**src/rtl/tl_line_master.sv**
```systemverilog
// tl_line_master: turns 64-byte line commands (Get / PutFull) into TL-UL
// bursts on the A channel and returns read beats or write acks from D.
// Up to 2^SOURCE_WIDTH transactions may be outstanding, one per source id.
module tl_line_master #(
  parameter int ADDRESS_WIDTH = 32,
  parameter int SOURCE_WIDTH  = 2
) (
  input  logic                     clk,
  input  logic                     reset,
  // line command
  input  logic                     cmd_valid,
  output logic                     cmd_ready,
  input  logic                     cmd_write,
  input  logic [ADDRESS_WIDTH-1:0] cmd_address,
  output logic [SOURCE_WIDTH-1:0]  cmd_tag,
  // write beat stream
  input  logic                     wr_valid,
  output logic                     wr_ready,
  input  logic [63:0]              wr_data,
  // read beat stream
  output logic                     rd_valid,
  input  logic                     rd_ready,
  output logic [63:0]              rd_data,
  output logic [SOURCE_WIDTH-1:0]  rd_tag,
  output logic                     rd_last,
  // write acknowledge
  output logic                     wack_valid,
  output logic [SOURCE_WIDTH-1:0]  wack_tag,
  // status
  output logic                     error,
  output logic                     busy,
  // TL-UL A channel
  output logic                     tl_a_valid,
  input  logic                     tl_a_ready,
  output logic [2:0]               tl_a_opcode,
  output logic [2:0]               tl_a_param,
  output logic [SOURCE_WIDTH-1:0]  tl_a_source,
  output logic [ADDRESS_WIDTH-1:0] tl_a_address,
  output logic [2:0]               tl_a_size,
  output logic [7:0]               tl_a_mask,
  output logic [63:0]              tl_a_data,
  output logic                     tl_a_corrupt,
  // TL-UL D channel
  input  logic                     tl_d_valid,
  output logic                     tl_d_ready,
  input  logic [2:0]               tl_d_opcode,
  input  logic [2:0]               tl_d_param,
  input  logic [SOURCE_WIDTH-1:0]  tl_d_source,
  input  logic [2:0]               tl_d_size,
  input  logic                     tl_d_denied,
  input  logic [63:0]              tl_d_data,
  input  logic                     tl_d_corrupt
);

  localparam int NSRC = 1 << SOURCE_WIDTH;

  localparam logic [2:0] OP_GET      = 3'd4;
  localparam logic [2:0] OP_PUTFULL  = 3'd0;
  localparam logic [2:0] OP_ACK      = 3'd0;
  localparam logic [2:0] OP_ACKDATA  = 3'd1;

  typedef enum logic [1:0] {IDLE, GET, PUT} state_t;

  state_t                     state;
  logic [NSRC-1:0]            alloc;      // 1 = source in flight
  logic [ADDRESS_WIDTH-1:0]   addr_q;
  logic [SOURCE_WIDTH-1:0]    src_q;
  logic [2:0]                 opcode_q;
  logic [2:0]                 put_cnt;
  logic [2:0]                 rd_cnt;

  logic                       any_free;
  logic [SOURCE_WIDTH-1:0]    free_idx;
  logic                       cmd_fire;
  logic                       a_fire;
  logic [NSRC-1:0]            alloc_mask;
  logic [NSRC-1:0]            free_mask;

  logic                       d_owned;
  logic                       d_is_rd;
  logic                       d_is_ack;
  logic                       d_fire;
  logic                       rd_fire;
  logic                       ack_fire;
  logic                       d_err;

  // Fields we never look at; low address bits are forced to zero on A.
  logic unused_ok;
  assign unused_ok = ^{tl_d_param, tl_d_size, cmd_address[5:0]};

  // Lowest-numbered free source; the registered bitmap is used so a source
  // released this cycle only becomes allocatable on the next one.
  always_comb begin
    any_free = 1'b0;
    free_idx = '0;
    for (int i = NSRC - 1; i >= 0; i--) begin
      if (!alloc[i]) begin
        any_free = 1'b1;
        free_idx = SOURCE_WIDTH'(i);
      end
    end
  end

  // ---------------------------------------------------------------------
  // Command side / A channel
  // ---------------------------------------------------------------------
  assign cmd_ready  = !reset && (state == IDLE) && any_free;
  assign cmd_tag    = free_idx;
  assign cmd_fire   = cmd_valid && cmd_ready;
  assign alloc_mask = cmd_fire ? (NSRC'(1) << free_idx) : '0;

  // tl_a_valid depends only on state and wr_valid, never on tl_a_ready.
  assign tl_a_valid   = (state == GET) || ((state == PUT) && wr_valid);
  assign wr_ready     = (state == PUT) && tl_a_ready;
  assign a_fire       = tl_a_valid && tl_a_ready;

  assign tl_a_opcode  = opcode_q;
  assign tl_a_param   = 3'd0;
  assign tl_a_source  = src_q;
  assign tl_a_address = addr_q;
  assign tl_a_size    = 3'd6;
  assign tl_a_mask    = 8'hFF;
  assign tl_a_data    = (state == PUT) ? wr_data : 64'd0;
  assign tl_a_corrupt = 1'b0;

  // A-side FSM: latch the command, then issue one Get beat or eight Put beats.
  always_ff @(posedge clk or posedge reset) begin
    if (reset) begin
      state    <= IDLE;
      addr_q   <= '0;
      src_q    <= '0;
      opcode_q <= OP_PUTFULL;
      put_cnt  <= 3'd0;
    end else begin
      case (state)
        IDLE: begin
          if (cmd_fire) begin
            addr_q   <= {cmd_address[ADDRESS_WIDTH-1:6], 6'b0};
            src_q    <= free_idx;
            opcode_q <= cmd_write ? OP_PUTFULL : OP_GET;
            state    <= cmd_write ? PUT : GET;
          end
        end
        GET: begin
          if (a_fire) state <= IDLE;
        end
        PUT: begin
          if (a_fire) begin
            put_cnt <= put_cnt + 3'd1;
            if (put_cnt == 3'd7) state <= IDLE;
          end
        end
        default: state <= IDLE;
      endcase
    end
  end

  // ---------------------------------------------------------------------
  // D channel
  // ---------------------------------------------------------------------
  // Beats for a source that is not in flight (e.g. left over from before a
  // reset) are drained silently so they never reach the user side.
  assign d_owned  = alloc[tl_d_source];
  assign d_is_rd  = (tl_d_opcode == OP_ACKDATA);
  assign d_is_ack = (tl_d_opcode == OP_ACK);

  assign rd_valid   = tl_d_valid && d_is_rd && d_owned;
  assign tl_d_ready = (d_is_rd && d_owned) ? rd_ready : 1'b1;
  assign rd_data    = tl_d_data;
  assign rd_tag     = tl_d_source;
  assign rd_last    = (rd_cnt == 3'd7);

  assign d_fire   = tl_d_valid && tl_d_ready;
  assign rd_fire  = d_fire && d_is_rd && d_owned;
  assign ack_fire = d_fire && d_is_ack && d_owned;
  assign d_err    = d_fire && d_owned &&
                    (tl_d_denied || tl_d_corrupt || !(d_is_rd || d_is_ack));

  assign free_mask = ((rd_fire && rd_last) || ack_fire)
                     ? (NSRC'(1) << tl_d_source) : '0;

  // Source bitmap: release on completion, claim on command, both in one cycle.
  always_ff @(posedge clk or posedge reset) begin
    if (reset) alloc <= '0;
    else       alloc <= (alloc & ~free_mask) | alloc_mask;
  end

  // Read beat counter, ack pulse and sticky error flag.
  always_ff @(posedge clk or posedge reset) begin
    if (reset) begin
      rd_cnt     <= 3'd0;
      wack_valid <= 1'b0;
      wack_tag   <= '0;
      error      <= 1'b0;
    end else begin
      if (rd_fire) rd_cnt <= rd_cnt + 3'd1;
      wack_valid <= ack_fire;
      if (ack_fire) wack_tag <= tl_d_source;
      if (d_err) error <= 1'b1;
    end
  end

  assign busy = (|alloc) || (state != IDLE);

endmodule

```
**config.mk**
```make
export PLATFORM = sky130hd
export DESIGN_NAME = tl_line_master
export DESIGN_NICKNAME = d
export VERILOG_FILES = /design/src/rtl/tl_line_master.sv
export SDC_FILE = /design/constraint.sdc
export NUM_CORES = 1
export LEC_CHECK = 0
export CORE_AREA = 2 2 146 148
export CTS_BUF_LIST = sky130_fd_sc_hd__clkbuf_16
export CTS_CLUSTER_DIAMETER = 80
export DETAILED_ROUTE_END_ITERATION = 8
export DIE_AREA = 0 0 148 150
export PLACE_DENSITY = 0.58
export SYNTH_ARGS = -nofsm -noshare
export SYNTH_HDL_FRONTEND = slang
export SYNTH_SLANG_ARGS = --single-unit
export TNS_END_PERCENT = 20
```
**constraint.sdc**
```tcl
create_clock -name clk -period 4.3 [get_ports clk]
set_input_delay 0.645 -clock clk [delete_from_list [all_inputs] [get_ports clk]]
set_output_delay 0.645 -clock clk [all_outputs]
set_load 0.02 [all_outputs]
```
==> run_results.csv, run 1 <==
group,metric,value,unit
synth,syn_area,0.003074,mm2
floorplan,core_area,0.02069,mm2
detailed_routing,topRoutingLayerUsed,"met4",
global_route,grt_pass1_wl,15.31,mm
final_layout,diodes,0,
synth,yosys_register_bits,45,
floorplan,die_w,148,um
timing,fin_worst_skew,4.427,ps
timing,hold_violations,0,
detailed_routing,ant_nets,0,
power_and_ir_drop,total_power,0.003003,W
placed_design,place_hpwl,8.519,mm
placed_design,postPlaceCellArea,0.004902,mm2
timing,relSlewSlack,31.12,%
timing,period_share,77.05,%
timing,worstMarginPinSlew,1032,ps
floorplan,pin_count,376,
detailed_routing,wl_met1,4.549,mm
clocking,cts_root_buffer,"clkbuf_16",
synth,avgSynthCellArea,8.286,um2
clocking,cts.path.max_buffers,2,
worst_setup_path,worstPathRequired,3650,ps
worst_setup_path,cp-start-kind,"input pin",
power_and_ir_drop,seq_power_share,24.1,%
final_layout,layout_common_cells,"clkdlybuf4s50_1 (212), nand2_1 (91), and2_1 (66)",
detailed_routing,routed_via_density,3.422,
clocking,htreeDepth,2,
final_layout,fin_area,0.005070,mm2
final_layout,fin_cells,784,
placed_design,dp_cells,776,
power_and_ir_drop,p_int,0.001759,W
global_route,grt_max_degree,46,
worst_setup_path,worst_setup_path_end_kind,"output pin",
timing,drv_slew,0,
clocking,clk_latency,290,ps
timing,fin_hold_ws,471.3,ps
synth,synth_warnings,0,
placed_design,gp_congestion,0.6389,
clocking,path_clk_slew,70,ps
floorplan,die_y,150,um
placed_design,io_buffers,212,
detailed_routing,met3WireLength,1.077,mm
detailed_routing,drt_iter0_drc,62,
clocking,cts_resized,0,
power_and_ir_drop,ir_worst_vdd,0.2259,mV
clocking,clock_sinks,45,
worst_setup_path,reg2reg_depth,5,
power_and_ir_drop,combPwrFrac,60.4,%
floorplan,rows,53,
timing,setup_tns,0,ps
synth,synth_edf_count,0,
global_route,antenna_found_initial,0,
final_layout,drive_gt1_share,4.322,%
floorplan,initial_utilization,14.86,%
detailed_routing,totalWireLength,10.88,mm
detailed_routing,drc,0,
floorplan,die_area,0.02220,mm2
synth,synthArstFlopShare,100.0,%
global_route,grt_pass1_vias,2535,
timing,setup_violations,0,
final_layout,area_delta_synth_final,64.92,%
synth,synthCells,371,
timing,period_needed,3313,ps
worst_setup_path,cp.arrival,2670,ps
worst_setup_path,timing_worst_setup_path_type,"in2out",
clocking,postCtsSetupBuffers,0,
power_and_ir_drop,p_leak,2.173,nW
detailed_routing,vias,2683,
synth,synthFlopType,"dfrtp_1",
clocking,cts-hold-fix-buffers,0,
detailed_routing,wl_per_cell,13.88,um
power_and_ir_drop,switching_share,41.42,%
run_status,status,"complete, no violations",
detailed_routing,first_pass_iters,4,
clocking,cts_buffers,5,
power_and_ir_drop,power_switching,0.001244,W
detailed_routing,dr_wl_met2,4.927,mm
timing,max_freq,0.3018,GHz
global_route,track_usage,8.935,%
synth,ys_types,38,
min_path,min_delay_path_depth,1,
final_layout,final_common_cell,"clkdlybuf4s50_1",
job,drv_cap,0,
power_and_ir_drop,pwr-share-clk,15.5,%
power_and_ir_drop,powerDensity,592.4,mW/mm2
synth,ys_seq_area_share,36.63,%
timing,rsz0062_at_grt,"no",
min_path,hold_path.class,"reg2reg",
worst_setup_path,crit_fanout,8,
global_route,grt_overflow_total,0,
clocking,cts_tree,"done",
final_layout,fin_nets,693,
==> cell usage after synthesis, types with 2 or more instances <==
cell      instances  area share, %
nand3_1           5           0.81
and3_1            3           0.61
buf_2             4           0.65
a21oi_1           6           0.98
dfrtp_1          45             37
and2_1           66             13
nand2_1          91             11
mux2_2            6            2.2
o21ai_0           2           0.33
inv_1             5           0.61
xnor2_1           2           0.57
mux2i_1           2           0.65
nand2b_1          2           0.41
nor2_1            6           0.73
buf_1             3           0.37
clkbuf_2          2           0.33
clkbuf_1          6           0.73
conb_1            2           0.24
buf_4            91             22
ha_1              4            1.6
==> worst max-delay path: stages <==
cell	delay [ps]
clkdlybuf4s50_1	660
mux2i_1	300
and2b_1	210
o2111ai_1	190
clkdlybuf4s50_1	660
==> cell families (layout without fill, tap and decap cells) <==
family          Yosys count  in the layout  share of synthesized area [%]
other cells               2             23                         0.2443
fa+ha+maj                 4              4                          1.628
flops                    45             45                          36.63
xor+xnor                  2              2                         0.5699
buf+inv                 111            228                          24.91
simple gates            181            181                          29.10
mux                       8              8                          2.849
compound gates           18             18                          4.071
==> area by class of cell <==
type	count	area, um2
timing repair buffer	215	2145
clock buffer	5	125.1
clock inverter	3	42.54
multi-input combinational	236	1269
fill	2243	15620
tap	275	344.1
sequential	45	1126
inverter	5	18.77
==> routing by layer <==
layer	GRT usage (%)	up-vias
li1	-	1315
met1	11.35	1198
met2	13.33	141
met3	4.116	29
met4	3.095	0
met5	0	-
==> path summary, 6_finish.rpt <==
check | startpoint | to | slack, ps
max in group asynchronous | reset | tl_a_address[10]$_DFFE_PP0P_ | 2700
min in group asynchronous | reset | state[1]$_DFFE_PP0P_ | 970
setup / recovery | tl_d_source[0] | tl_d_ready | 990
hold reg to reg | error$_DFFE_PP0P_ | error$_DFFE_PP0P_ | 470
hold / removal | error$_DFFE_PP0P_ | error$_DFFE_PP0P_ | 470
setup reg to reg | state[1]$_DFFE_PP0P_ | alloc[2]$_DFF_PP0_ | 2350
==> flip-flops by register name, indices dropped and copies added, names as in the netlist <==
| name | flops |
|---|---|
| alloc | 4 |
| error | 1 |
| put_cnt | 3 |
| rd_cnt | 3 |
| state | 2 |
| tl_a_address | 26 |
| tl_a_opcode | 1 |
| tl_a_source | 2 |
| wack_tag | 2 |
| wack_valid | 1 |
==> power by group through the flow <==
stage	clock [W]	sequential, W	combinational [W]
floorplan	0	0.000881	0.000871
global placement	0	0.000726	0.00185
detailed placement	0	0.000730	0.00184
CTS	0.000486	0.000725	0.00185
global route	0.000503	0.000748	0.00195
finish	0.000466	0.000724	0.00181
==> metrics by stage <==
step           setup WS, ps  utilization [%]
2_1_floorplan          2047                -
3_3_place_gp          952.0            23.69
3_5_place_dp          967.7            23.69
4_1_cts               954.9            24.50
5_1_grt               858.4            24.50
6_report              986.7            24.50
No activity file was read; power rests on OpenSTA's default activity.
==> run 2, diff against run 1 <==
CORE_AREA = 2 2 147 149   (was 2 2 146 148)
DIE_AREA = 0 0 149 151   (was 0 0 148 150)
PLACE_DENSITY = 0.59   (was 0.58)
clock period = 2.99 ns   (was 4.3 ns; I/O delays follow)
==> run 2 against run 1 <==
Effect of this change:
- cell area increased by 0.99%
- hold slack about the same
- die area increased by 1.3%
- global-route usage increased by 0.26 points
- critical path type unchanged
- critical endpoint unchanged
- largest cell class unchanged
- largest power group unchanged
==> run_results.csv, run 2 (synthesized netlist as in run 1, its figures left out) <==
group,metric,value,unit
power_and_ir_drop,powerDensity,827.9,mW/mm2
clocking,cts.path.max_buffers,2,
final_layout,fin_nets,702,
placed_design,place_ws,91.57,ps
clocking,clk_latency,290,ps
timing,fin_worst_skew,8.144,ps
worst_setup_path,max_stage_delay,660,ps
floorplan,die_area,0.02250,mm2
worst_setup_path,crit_buf_inv,2,
worst_setup_path,crit_slowest_cell,"clkdlybuf4s50_1",
clocking,cts-hold-fix-buffers,0,
global_route,grt_max_degree,67,
placed_design,gp_congestion,0.7149,
placed_design,postPlaceCellArea,0.004982,mm2
global_route,grt_overflow_total,0,
clocking,cts_buffers,5,
detailed_routing,vias,2728,
worst_setup_path,cp.arrival,2410,ps
clocking,clock_sinks,45,
final_layout,largest_reg_flops,26,
detailed_routing,first_pass_iters,4,
worst_setup_path,cpLargestDelayFamily,"buffers and inverters",
worst_setup_path,worst_setup_path_end_kind,"output pin",
worst_setup_path,r2r_end,"state[1]$_DFFE_PP0P_",
timing,period_share,95.77,%
clocking,postCtsSetupBuffers,0,
detailed_routing,drt_iter0_drc,92,
global_route,track_usage,9.198,%
detailed_routing,routed_via_density,3.440,
global_route,antenna_found_initial,1,
floorplan,die_w,149,um
min_path,hold_path.class,"reg2reg",
timing,setup_tns,0,ps
worst_setup_path,crit_end,"tl_d_ready",
final_layout,drive_gt1_share,5.792,%
timing,period_needed,2863,ps
final_layout,fin_area,0.005120,mm2
worst_setup_path,timing_worst_setup_path_type,"in2out",
clocking,cts_resized,0,
detailed_routing,totalWireLength,10.94,mm
timing,max_freq,0.3492,GHz
worst_setup_path,crit_path_start,"tl_d_source[0]",
clocking,cts_tree,"done",
detailed_routing,ant_nets,0,
power_and_ir_drop,p_leak,2.205,nW
final_layout,area_delta_synth_final,66.54,%
detailed_routing,drc,0,
detailed_routing,wl_per_cell,13.80,um
worst_setup_path,cpMostUsedCell,"clkdlybuf4s50_1",
final_layout,final_common_cell,"clkdlybuf4s50_1",
worst_setup_path,r2r-start,"state[0]$_DFFE_PP0P_",
worst_setup_path,crit_chain,"clkdlybuf4s50_1 > mux2i_1 > and2b_1 > o2111ai_1 > clkdlybuf4s50_1",
worst_setup_path,crit_fanout,4,
run_status,status,"complete, no violations",
job,drv_cap,0,
floorplan,initial_utilization,14.76,%
clocking,cts_root_buffer,"clkbuf_16",
floorplan,rows,53,
clocking,path_clk_slew,70,ps
final_layout,diodes,0,
placed_design,place_hpwl,8.891,mm
worst_setup_path,worstPathRequired,2540,ps
clocking,htreeDepth,2,
final_layout,layout_common_cells,"clkdlybuf4s50_1 (212), nand2_1 (91), and2_1 (66)",
floorplan,pin_count,376,
worst_setup_path,path_depth,5,
worst_setup_path,ff2ff_setup_slack,1420,ps
timing,fin_ws,126.5,ps
floorplan,core_area,0.02082,mm2
timing,setup_violations,0,
timing,drv_slew,0,
timing,rsz0062_at_grt,"no",
worst_setup_path,cp-start-kind,"input pin",
power_and_ir_drop,ir_worst_vdd,0.3269,mV
placed_design,io_buffers,212,
timing,hold_violations,0,
global_route,grt_pass1_vias,2608,
floorplan,die_y,151,um
global_route,grt_pass1_wl,15.75,mm
worst_setup_path,reg2reg_depth,6,
[run 2: worst min path at each step]
stage                                       from                            to  cells past startpoint
global placement               error$_DFFE_PP0P_             error$_DFFE_PP0P_                      1
detailed placement  tl_a_address[27]$_DFFE_PP0P_  tl_a_address[27]$_DFFE_PP0P_                      2
CTS                 tl_a_address[16]$_DFFE_PP0P_  tl_a_address[16]$_DFFE_PP0P_                      2
floorplan                  rd_cnt[0]$_DFFE_PP0P_         rd_cnt[0]$_DFFE_PP0P_                      1
finish              tl_a_address[15]$_DFFE_PP0P_  tl_a_address[15]$_DFFE_PP0P_                      2
global route        tl_a_address[27]$_DFFE_PP0P_  tl_a_address[27]$_DFFE_PP0P_                      2
[run 2: metal layers]
metal	routed length [um]	track usage, %	share of wire, %	vias up
met1	4451	11.65	41	1217
met4	274	2.810	2.5	2
met3	1381	5.663	13	32
met5	13	0	0.12	-
met2	4818	12.86	44	148
li1	-	-	-	1329
[run 2: final cells by class]
type                    instances  area, um2
clock buffers                   5      125.1
clock inverters                 3      12.51
fillers                      2281      15700
inverters                       5      18.77
multi-input cells             236       1269
flip-flops and latches         45       1126
well taps                     275      344.1
repair buffers                224       2225
[run 2: metrics by stage]
| stage | total power [W] | utilization [%] | instances | hold slack, ps |
|---|---|---|---|---|
| 6_report | 0.004239 | 24.59 | 793 | 471.3 |
| 5_1_grt | 0.004556 | 24.59 | 793 | 499.1 |
| 4_1_cts | 0.004320 | 24.59 | 793 | 477.4 |
| 3_5_place_dp | 0.003748 | 23.93 | 785 | 461.7 |
| 3_3_place_gp | 0.003741 | 23.93 | 785 | 455.9 |
| 2_1_floorplan | 0.002519 | - | 392 | 452.4 |
[run 2: worst min-delay path: stages, from the launching register on]
cell and delay, ps:
dfrtp_1 340, nand2_1 50, nand2_1 50
[run 2: power by group]
| group | total, W | internal [W] | switching [W] |
|---|---|---|---|
| sequential | 0.00103 | 0.000868 | 0.000159 |
| clock | 0.000543 | 0.000303 | 0.000240 |
| combinational | 0.00267 | 0.00131 | 0.00136 |
==> run 3, diff against run 2 <==
--- a/config.mk
+++ b/config.mk
@@ -7,3 +7,3 @@
 export LEC_CHECK = 0
-export CORE_AREA = 2 2 147 149
+export CORE_AREA = 3 3 144 146
 export CTS_BUF_LIST = sky130_fd_sc_hd__clkbuf_16
@@ -11,4 +11,4 @@
 export DETAILED_ROUTE_END_ITERATION = 8
-export DIE_AREA = 0 0 149 151
-export PLACE_DENSITY = 0.59
+export DIE_AREA = 0 0 147 149
+export PLACE_DENSITY_LB_ADDON = 0.25
 export SYNTH_ARGS = -nofsm -noshare
--- a/constraint.sdc
+++ b/constraint.sdc
@@ -3,2 +3,2 @@
 set_output_delay 0.4485 -clock clk [all_outputs]
-set_load 0.02 [all_outputs]
+set_load 0.05 [all_outputs]
==> run 3 against run 2 <==
Effect of this change:
- register-to-register slack worse by 120 ps
- sequential power about the same
- worst setup slack better by 200 ps
- critical path depth down 2
- non-clock buffer count down 6
- die area down 2.6%
- clock power up 18%
- utilization up 0.93 points
- cell area down 2.7%
- count of clock-buffer cells in the layout unchanged
- clock skew up 2.7 ps
- total power up 28%
- critical path type is now reg2out
- critical endpoint is now cmd_tag[0]
- largest power group unchanged
==> run_results.csv, run 3 (synthesized netlist as in run 1, its figures left out) <==
group,metric,value,unit
final_layout,utilization,25.52,%
placed_design,gp_congestion,0.7800,
clocking,path_clk_slew,70,ps
worst_setup_path,cpLargestDelayFamily,"buffers and inverters",
final_layout,fillers,2122,
detailed_routing,totalWireLength,11.08,mm
clocking,cts_root_buffer,"clkbuf_16",
clocking,clk_latency,300,ps
timing,setup_tns,0,ps
min_path,min_delay_path_depth,2,
timing,rsz0062_at_grt,"no",
power_and_ir_drop,switching_share,54.71,%
placed_design,place_hpwl,9.101,mm
final_layout,fin_cells,777,
worst_setup_path,reg2reg_depth,5,
timing,period_needed,2665,ps
final_layout,fin_nets,696,
worst_setup_path,ff2ff_setup_slack,1300,ps
timing,drv_slew,0,
worst_setup_path,cp-start-kind,"register",
global_route,grt_overflow_total,0,
timing,worstMarginPinSlew,678.9,ps
clocking,cts.path.max_buffers,2,
detailed_routing,drt_iter0_drc,54,
final_layout,layout_common_cells,"clkdlybuf4s50_1 (163), nand2_1 (91), and2_1 (66)",
floorplan,initial_utilization,15.74,%
final_layout,fin_area,0.004982,mm2
final_layout,drive_gt1_share,14.45,%
global_route,grt_pass1_wl,15.68,mm
job,drv_cap,0,
floorplan,pin_count,376,
detailed_routing,vias,2757,
detailed_routing,first_pass_iters,4,
min_path,hold_path.class,"reg2reg",
power_and_ir_drop,p_leak,2.271,nW
clocking,cts_buffers,5,
timing,relSlewSlack,54.60,%
worst_setup_path,crit_fanout,6,
power_and_ir_drop,power_switching,0.002977,W
detailed_routing,routed_via_density,3.548,
power_and_ir_drop,pwr-share-clk,11.8,%
power_and_ir_drop,seq_power_share,19.1,%
power_and_ir_drop,powerDensity,1092,mW/mm2
global_route,grt_pass1_vias,2764,
final_layout,multi_input_area,0.001269,mm2
floorplan,die_y,149,um
worst_setup_path,cp.arrival,2220,ps
worst_setup_path,max_stage_delay,920,ps
floorplan,die_w,147,um
floorplan,rows,51,
final_layout,area_delta_synth_final,62.07,%
final_layout,seq_area,0.001126,mm2
worst_setup_path,timing_worst_setup_path_type,"reg2out",
final_layout,final_common_cell,"clkdlybuf4s50_1",
final_layout,diodes,0,
worst_setup_path,worst_setup_path_end_kind,"output pin",
global_route,track_usage,9.238,%
detailed_routing,ant_nets,0,
clocking,htreeDepth,2,
timing,period_share,89.12,%
run_status,status,"complete, no violations",
detailed_routing,wl_per_cell,14.26,um
floorplan,core_area,0.01953,mm2
final_layout,largest_reg_flops,26,
clocking,clock_sinks,45,
global_route,antenna_found_initial,0,
timing,fin_worst_skew,10.87,ps
clocking,cts_tree,"done",
worst_setup_path,worstPathRequired,2540,ps
timing,hold_violations,0,
placed_design,dp_cells,769,
placed_design,postPlaceCellArea,0.004810,mm2
placed_design,io_buffers,212,
worst_setup_path,path_depth,3,
timing,setup_violations,0,
power_and_ir_drop,combPwrFrac,69.1,%
worst_setup_path,crit_slowest_cell,"clkdlybuf4s50_1",
global_route,grt_max_degree,45,
worst_setup_path,crit_chain,"nand2b_1 > a21boi_0 > clkdlybuf4s50_1",
power_and_ir_drop,ir_worst_vdd,0.4101,mV
worst_setup_path,crit_buf_inv,1,
detailed_routing,drc,0,
timing,max_freq,0.3753,GHz
power_and_ir_drop,p_int,0.002464,W
floorplan,die_area,0.02190,mm2
run 3: metrics by stage:
step	hold WS (ps)	worst slack, ps	power [W]
floorplan	452.4	706.4	0.003801
global placement	451.8	439.6	0.004821
detailed placement	452.0	420.2	0.004855
CTS	473.2	83.42	0.005532
global route	482.0	218.0	0.005730
finish	472.6	325.4	0.005441
run 3: routing by layer:
layer	GRT usage (%)	routed length, um	up-vias
li1	-	-	1323
met1	10.08	4147	1261
met2	15.58	5557	147
met3	4.923	1220	26
met4	2.842	153	0
met5	0	0	-
run 3: worst paths after layout:
check	start	end
worst max-delay path	alloc[3]$_DFF_PP0_	cmd_tag[0]
worst min-delay path	tl_a_address[21]$_DFFE_PP0P_	tl_a_address[21]$_DFFE_PP0P_
worst max register to register	state[1]$_DFFE_PP0P_	put_cnt[2]$_DFFE_PP0P_
worst min register to register	tl_a_address[21]$_DFFE_PP0P_	tl_a_address[21]$_DFFE_PP0P_
max in group asynchronous	reset	tl_a_address[29]$_DFFE_PP0P_
min in group asynchronous	reset	rd_cnt[2]$_DFFE_PP0P_
run 3: cell type report:
class	count	share of cell area (%)
clock inverters	3	0.8538
clock buffers	5	2.511
flip-flops and latches	45	22.60
well taps	265	6.655
inverters	5	0.3767
multi-input cells	236	25.46
repair buffers	218	41.54
run 3: worst min-delay path, stage by stage (launching register included):
cell,delay (ps)
dfrtp_1,340
nand2_1,50
nand2_1,60
run 3: timing repair:
| item | in CTS | in global routing |
|---|---|---|
| endpoints found under the hold margin | 0 | 0 |
| setup buffers | 0 | 0 |
| hold buffers | 0 | 0 |
| gates resized for setup | 0 | 1 |
| endpoints found under the setup margin | 0 | 2 |
run 3: power by group through the flow:
stage	registers [W]	logic (W)	clock network, W
floorplan	0.00171	0.00209	0
global placement	0.00104	0.00378	0
detailed placement	0.00105	0.00380	0
finish	0.00104	0.00376	0.000643
CTS	0.00105	0.00381	0.000681
global route	0.00108	0.00396	0.000697
==> patch 1: new RTL, config.mk and constraints of run 2 <==
Encoding of `state_t`: now one-hot (3 bits for 3 states).
--- a/src/rtl/tl_line_master.sv
+++ b/src/rtl/tl_line_master.sv
@@ -61,3 +61,3 @@
 
-  typedef enum logic [1:0] {IDLE, GET, PUT} state_t;
+  typedef enum logic [2:0] {IDLE = 3'b001, GET = 3'b010, PUT = 3'b100} state_t;
 
Behaviour: no difference found for any inputs over 4 cycles, from zero or initial values and one cycle with reset high; so few cycles prove little.
==> patch 1 against run 2 <==
Cell count is 7.4% lower; sequential cell count is 1 higher; final area is 1.3% higher; sequential power hardly changed; total power is 28% lower; hold slack worse by 0.0049 ns; global-route usage is 0.94 points higher; routed wire length is 11% higher; area after synthesis is 3.1% higher; clock skew is 0.0014 ns lower; setup slack better by 0.096 ns; critical path type unchanged; largest cell class unchanged; largest power group unchanged.
==> patch 1: results (changes against run 2) <==
[synth]
yosys-top-cells-count = buf_4 (90), and2_1 (66), dfrtp_1 (45), mux2_2 (34)
avgSynthCellArea_um2 = 10.2  ; +23%
synth-seq-area-share = 0.364  ; -0.00256
synth.mux.area_fraction = 0.128  ; +0.0995
synth-xor-area-share = 0.00553  ; -0.000169
synth_cell_types = 42  ; +11%
synth-adder-area-share = 0.0158  ; -0.000482

[worst_setup_path]
reg2reg_from = state[2]$_DFFE_PP0P_
reg2reg_to = put_cnt[1]$_DFFE_PP0P_
crit_arrival_ns = 2.32  ; -0.09 ns
cpPeakStageDelay_ns = 0.59  ; -0.07 ns
rrSetupSlack_ns = 1.08  ; -0.34 ns
r2r_cells = 3  ; -3

[global_route]
met2_usage = 0.152  ; +0.0233
grt_use_met1 = 0.113  ; -0.00310
grt_max_degree = 53  ; -21%
antenna_found_initial = 5  ; +4
grt_use_met3 = 0.0614  ; +0.00482

[drt]
first_pass_iters = 5  ; +1
vias = 2597  ; -4.8%
viasPerCell = 3.54  ; +2.9%

[run_status]
outcome = complete, no violations

[placed_design]
place_inst = 725  ; -7.6%
place.gp.congestion = 0.716  ; about the same
dp_slack_ns = 0.219  ; +0.128 ns
dp_hpwl_mm = 10.3  ; +15%

[hold_path]
min_to = error$_DFFE_PP0P_
min_from = error$_DFFE_PP0P_

[power]
leakagePower_nw = 2.05  ; -7.0%

[cells_and_area]
drive_above_1_share = 0.127  ; +0.0687
fillers = 2254  ; -1.2%

[timing]
timing.final.crit_share = 0.926  ; -0.0321
fin_skew_ns = 0.00678  ; -0.00137 ns
whs_ns = 0.466  ; -0.00490 ns

==> patch 1: layout make-up <==
class / instances / area [um2] / area share
timing repair buffer: 219 / 2190 / 0.422
antenna: 1 / 2.50 / 0.000483
multi-input combinational: 180 / 1340 / 0.259
tap: 275 / 344 / 0.0664
clock buffer: 5 / 125 / 0.0241
inverter: 5 / 18.8 / 0.00362
clock inverter: 3 / 12.5 / 0.00241
sequential: 46 / 1150 / 0.222
==> patch 1: report_power, final <==
part | internal [mW] | switching, mW
logic | 0.807 | 0.681
clock network | 0.303 | 0.232
registers | 0.872 | 0.157
==> patch 1: cell families (layout without fill, tap and decap cells) <==
family | after synthesis | count (layout)
compound gates | 20 | 20
fa+ha+maj | 4 | 4
xor+xnor | 2 | 2
mux | 35 | 35
other cells | 2 | 24
flops | 46 | 46
simple gates | 96 | 96
buf+inv | 107 | 232
==> patch 1: stage by stage <==
| step | area (um2) | total power [mW] |
|---|---|---|
| after floorplan | 3250 | 1.91 |
| after global placement | 5040 | 2.53 |
| after detailed placement | 5040 | 2.54 |
| after CTS | 5180 | 3.11 |
| after global routing | 5180 | 3.25 |
| final | 5180 | 3.05 |
==> patch 1: how the worst max path moves through the flow <==
stage	from	end	depth (start not counted)
finish	tl_d_source[0]	tl_d_ready	5
detailed placement	tl_d_source[0]	tl_d_ready	5
floorplan	alloc[0]$_DFF_PP0_	tl_d_ready	4
global placement	tl_d_source[0]	tl_d_ready	5
CTS	tl_d_source[0]	tl_d_ready	5
global route	state[2]$_DFFE_PP0P_	tl_a_data[48]	4
==> patch 1: routing by layer <==
layer / part of all wire / wire length [um]
met1: 0.37 / 4470
met2: 0.44 / 5340
met3: 0.14 / 1700
met4: 0.046 / 561
met5: 0.0013 / 16
==> patch 2: new RTL, flow settings as in run 2 <==
Without the edit above. Change the parameter `ADDRESS_WIDTH` from 32 to 48.
--- a/src/rtl/tl_line_master.sv
+++ b/src/rtl/tl_line_master.sv
@@ -4,3 +4,3 @@
 module tl_line_master #(
-  parameter int ADDRESS_WIDTH = 32,
+  parameter int ADDRESS_WIDTH = 48,
   parameter int SOURCE_WIDTH  = 2
Interface: changed (resized cmd_address and tl_a_address); port bits go from 376 to 408. The function was not compared with the original's and may differ.
==> patch 2 against run 2 <==
Combinational power rose by 15%; sequential share of layout area rose by 2.7 points; setup slack improved by 0.11 ns; sequential cell count rose by 16; final area rose by 21%; core utilization rose by 5.1 points; total power rose by 31%; non-clock buffer count rose by 26; fmax rose by 4.0%; area after synthesis rose by 21%; critical path depth did not move; routed wire length rose by 7.5%; largest cell class unchanged; highest routed layer is now met4.
==> patch 2: results (changes against run 2) <==
[drt]
drt_first_iter_violations = 104  ; +13%
wl_per_cell_um = 13.2  ; -4.6%
vias = 3308  ; +21%
routed_wl_mm = 11.8  ; +7.5%

[placed_design]
place.gp.congestion = 0.744  ; +4.1%
dp_hpwl_mm = 9.27  ; +4.3%
io_buffers = 244  ; +15%
place_inst = 878  ; +12%
dp_slack_ns = 0.215  ; +0.123 ns

[power]
ir_worst_vdd_mv = 0.249  ; -24%
leakagePower_nw = 2.74  ; +24%

[synth]
synth_compound_area_frac = 0.0356  ; -0.00512
ys_warn_count = 0  ; unchanged
synth-adder-area-share = 0.0134  ; -0.00285
synth_cell_types = 37  ; -2.6%
synth-xor-area-share = 0.00470  ; -0.000998
avgSynthCellArea_um2 = 8.47  ; +2.2%
synth.mux.area_fraction = 0.0235  ; -0.00499
synth-seq-area-share = 0.410  ; +0.0432
synth.area.top_cells = dfrtp_1 (41%), buf_4 (18%), nand2_1 (14%), and2_1 (11%), buf_6 (1.8%)
yosys-top-cells-count = nand2_1 (141), buf_4 (91), and2_1 (66), dfrtp_1 (61), inv_1 (9)

[cells_and_area]
largest_reg_flops = 42  ; +62%
drive_above_1_share = 0.0485  ; -0.00945
num-clock-buffers = 9  ; +4
clock_area_frac = 0.0507  ; +0.0238
signal_buffers = 250  ; +12%
fillers = 2201  ; -3.5%
nMultiInputCombCells = 283  ; +20%
antennaDiodeCount = 0  ; unchanged
nets = 815  ; +16%
seqCellArea_mm2 = 0.00153  ; +36%
inverters = 9  ; +4
bufAreaShareNonClock = 0.407  ; -0.0272
multi_input_area_share = 0.234  ; -0.0134

[worst_setup_path]
worstPathMaxFanout = 5  ; +1
crit_arrival_ns = 2.30  ; -0.11 ns
reg2reg_from = state[1]$_DFFE_PP0P_
cpPeakStageDelay_ns = 0.64  ; -0.02 ns

[global_route]
grt_max_degree = 69  ; +3.0%
grtUsageTotal = 0.101  ; +0.00949
grt_pass1_wl_mm = 17.4  ; +11%
antenna_found_initial = 0  ; -1
grt_pass1_vias = 3156  ; +21%

[run_status]
outcome = complete, no violations

[clocking]
h-tree-depth = 3  ; +1
clkSinkCount = 61  ; +36%
clkTransAtPathRegs_ns = 0.06
root_buffer = clkbuf_16
clock_latency_ns = 0.33  ; +0.04 ns

[hold_path]
min_from = error$_DFFE_PP0P_

[timing]
fin_skew_ns = 0.00903  ; +0.000887 ns

patch 2: worst reg2reg max path: stages (launching register included):
cell and delay [ns]:
dfrtp_1 0.45, nor4b_4 0.46, nand2_2 0.35, buf_4 0.36, nand2_1 0.13, nand2_1 0.05
patch 2: where the power goes:
part	switching, mW	internal, mW	leakage (nW)	total (mW)
Clock	0.378	0.724	0.151	1.10
Combinational	1.58	1.47	1.83	3.06
Sequential	0.210	1.19	0.750	1.40
Total	2.17	3.38	2.74	5.55
patch 2: per-layer routing:
metal | global-route usage | up-vias | share of wire
met3 | 0.0503 | 33 | 0.12
met1 | 0.107 | 1481 | 0.38
li1 | - | 1597 | -
met5 | 0 | - | 0
met4 | 0.0490 | 0 | 0.028
met2 | 0.169 | 197 | 0.48
patch 2: per-stage QoR:
stage	hold WS (ns)	instance area, um2
global placement	0.450	5880
floorplan	0.452	3810
global route	0.490	6190
detailed placement	0.453	5880
finish	0.470	6190
CTS	0.476	6190
patch 2: kinds of logic after synthesis:
logic type	count (synthesis)
AND/OR/NAND/NOR	227
XOR/XNOR	2
multiplexers	8
flip-flops	61
buffers and inverters	117
AO/OA/AOI/OAI	19
adder cells (fa/ha/maj)	4
other	2
patch 2: path summary, 6_finish.rpt:
kind / slack, ns / endpoint / cells past startpoint
max: 0.24 / tl_d_ready / 5
min in group asynchronous: 0.78 / tl_a_source[0]$_DFFE_PP0P_ / 3
max reg2reg: 1.09 / tl_a_address[24]$_DFFE_PP0P_ / 5
min: 0.47 / error$_DFFE_PP0P_ / 1
min reg2reg: 0.47 / error$_DFFE_PP0P_ / 1
max in group asynchronous: 1.67 / tl_a_address[43]$_DFFE_PP0P_ / 3
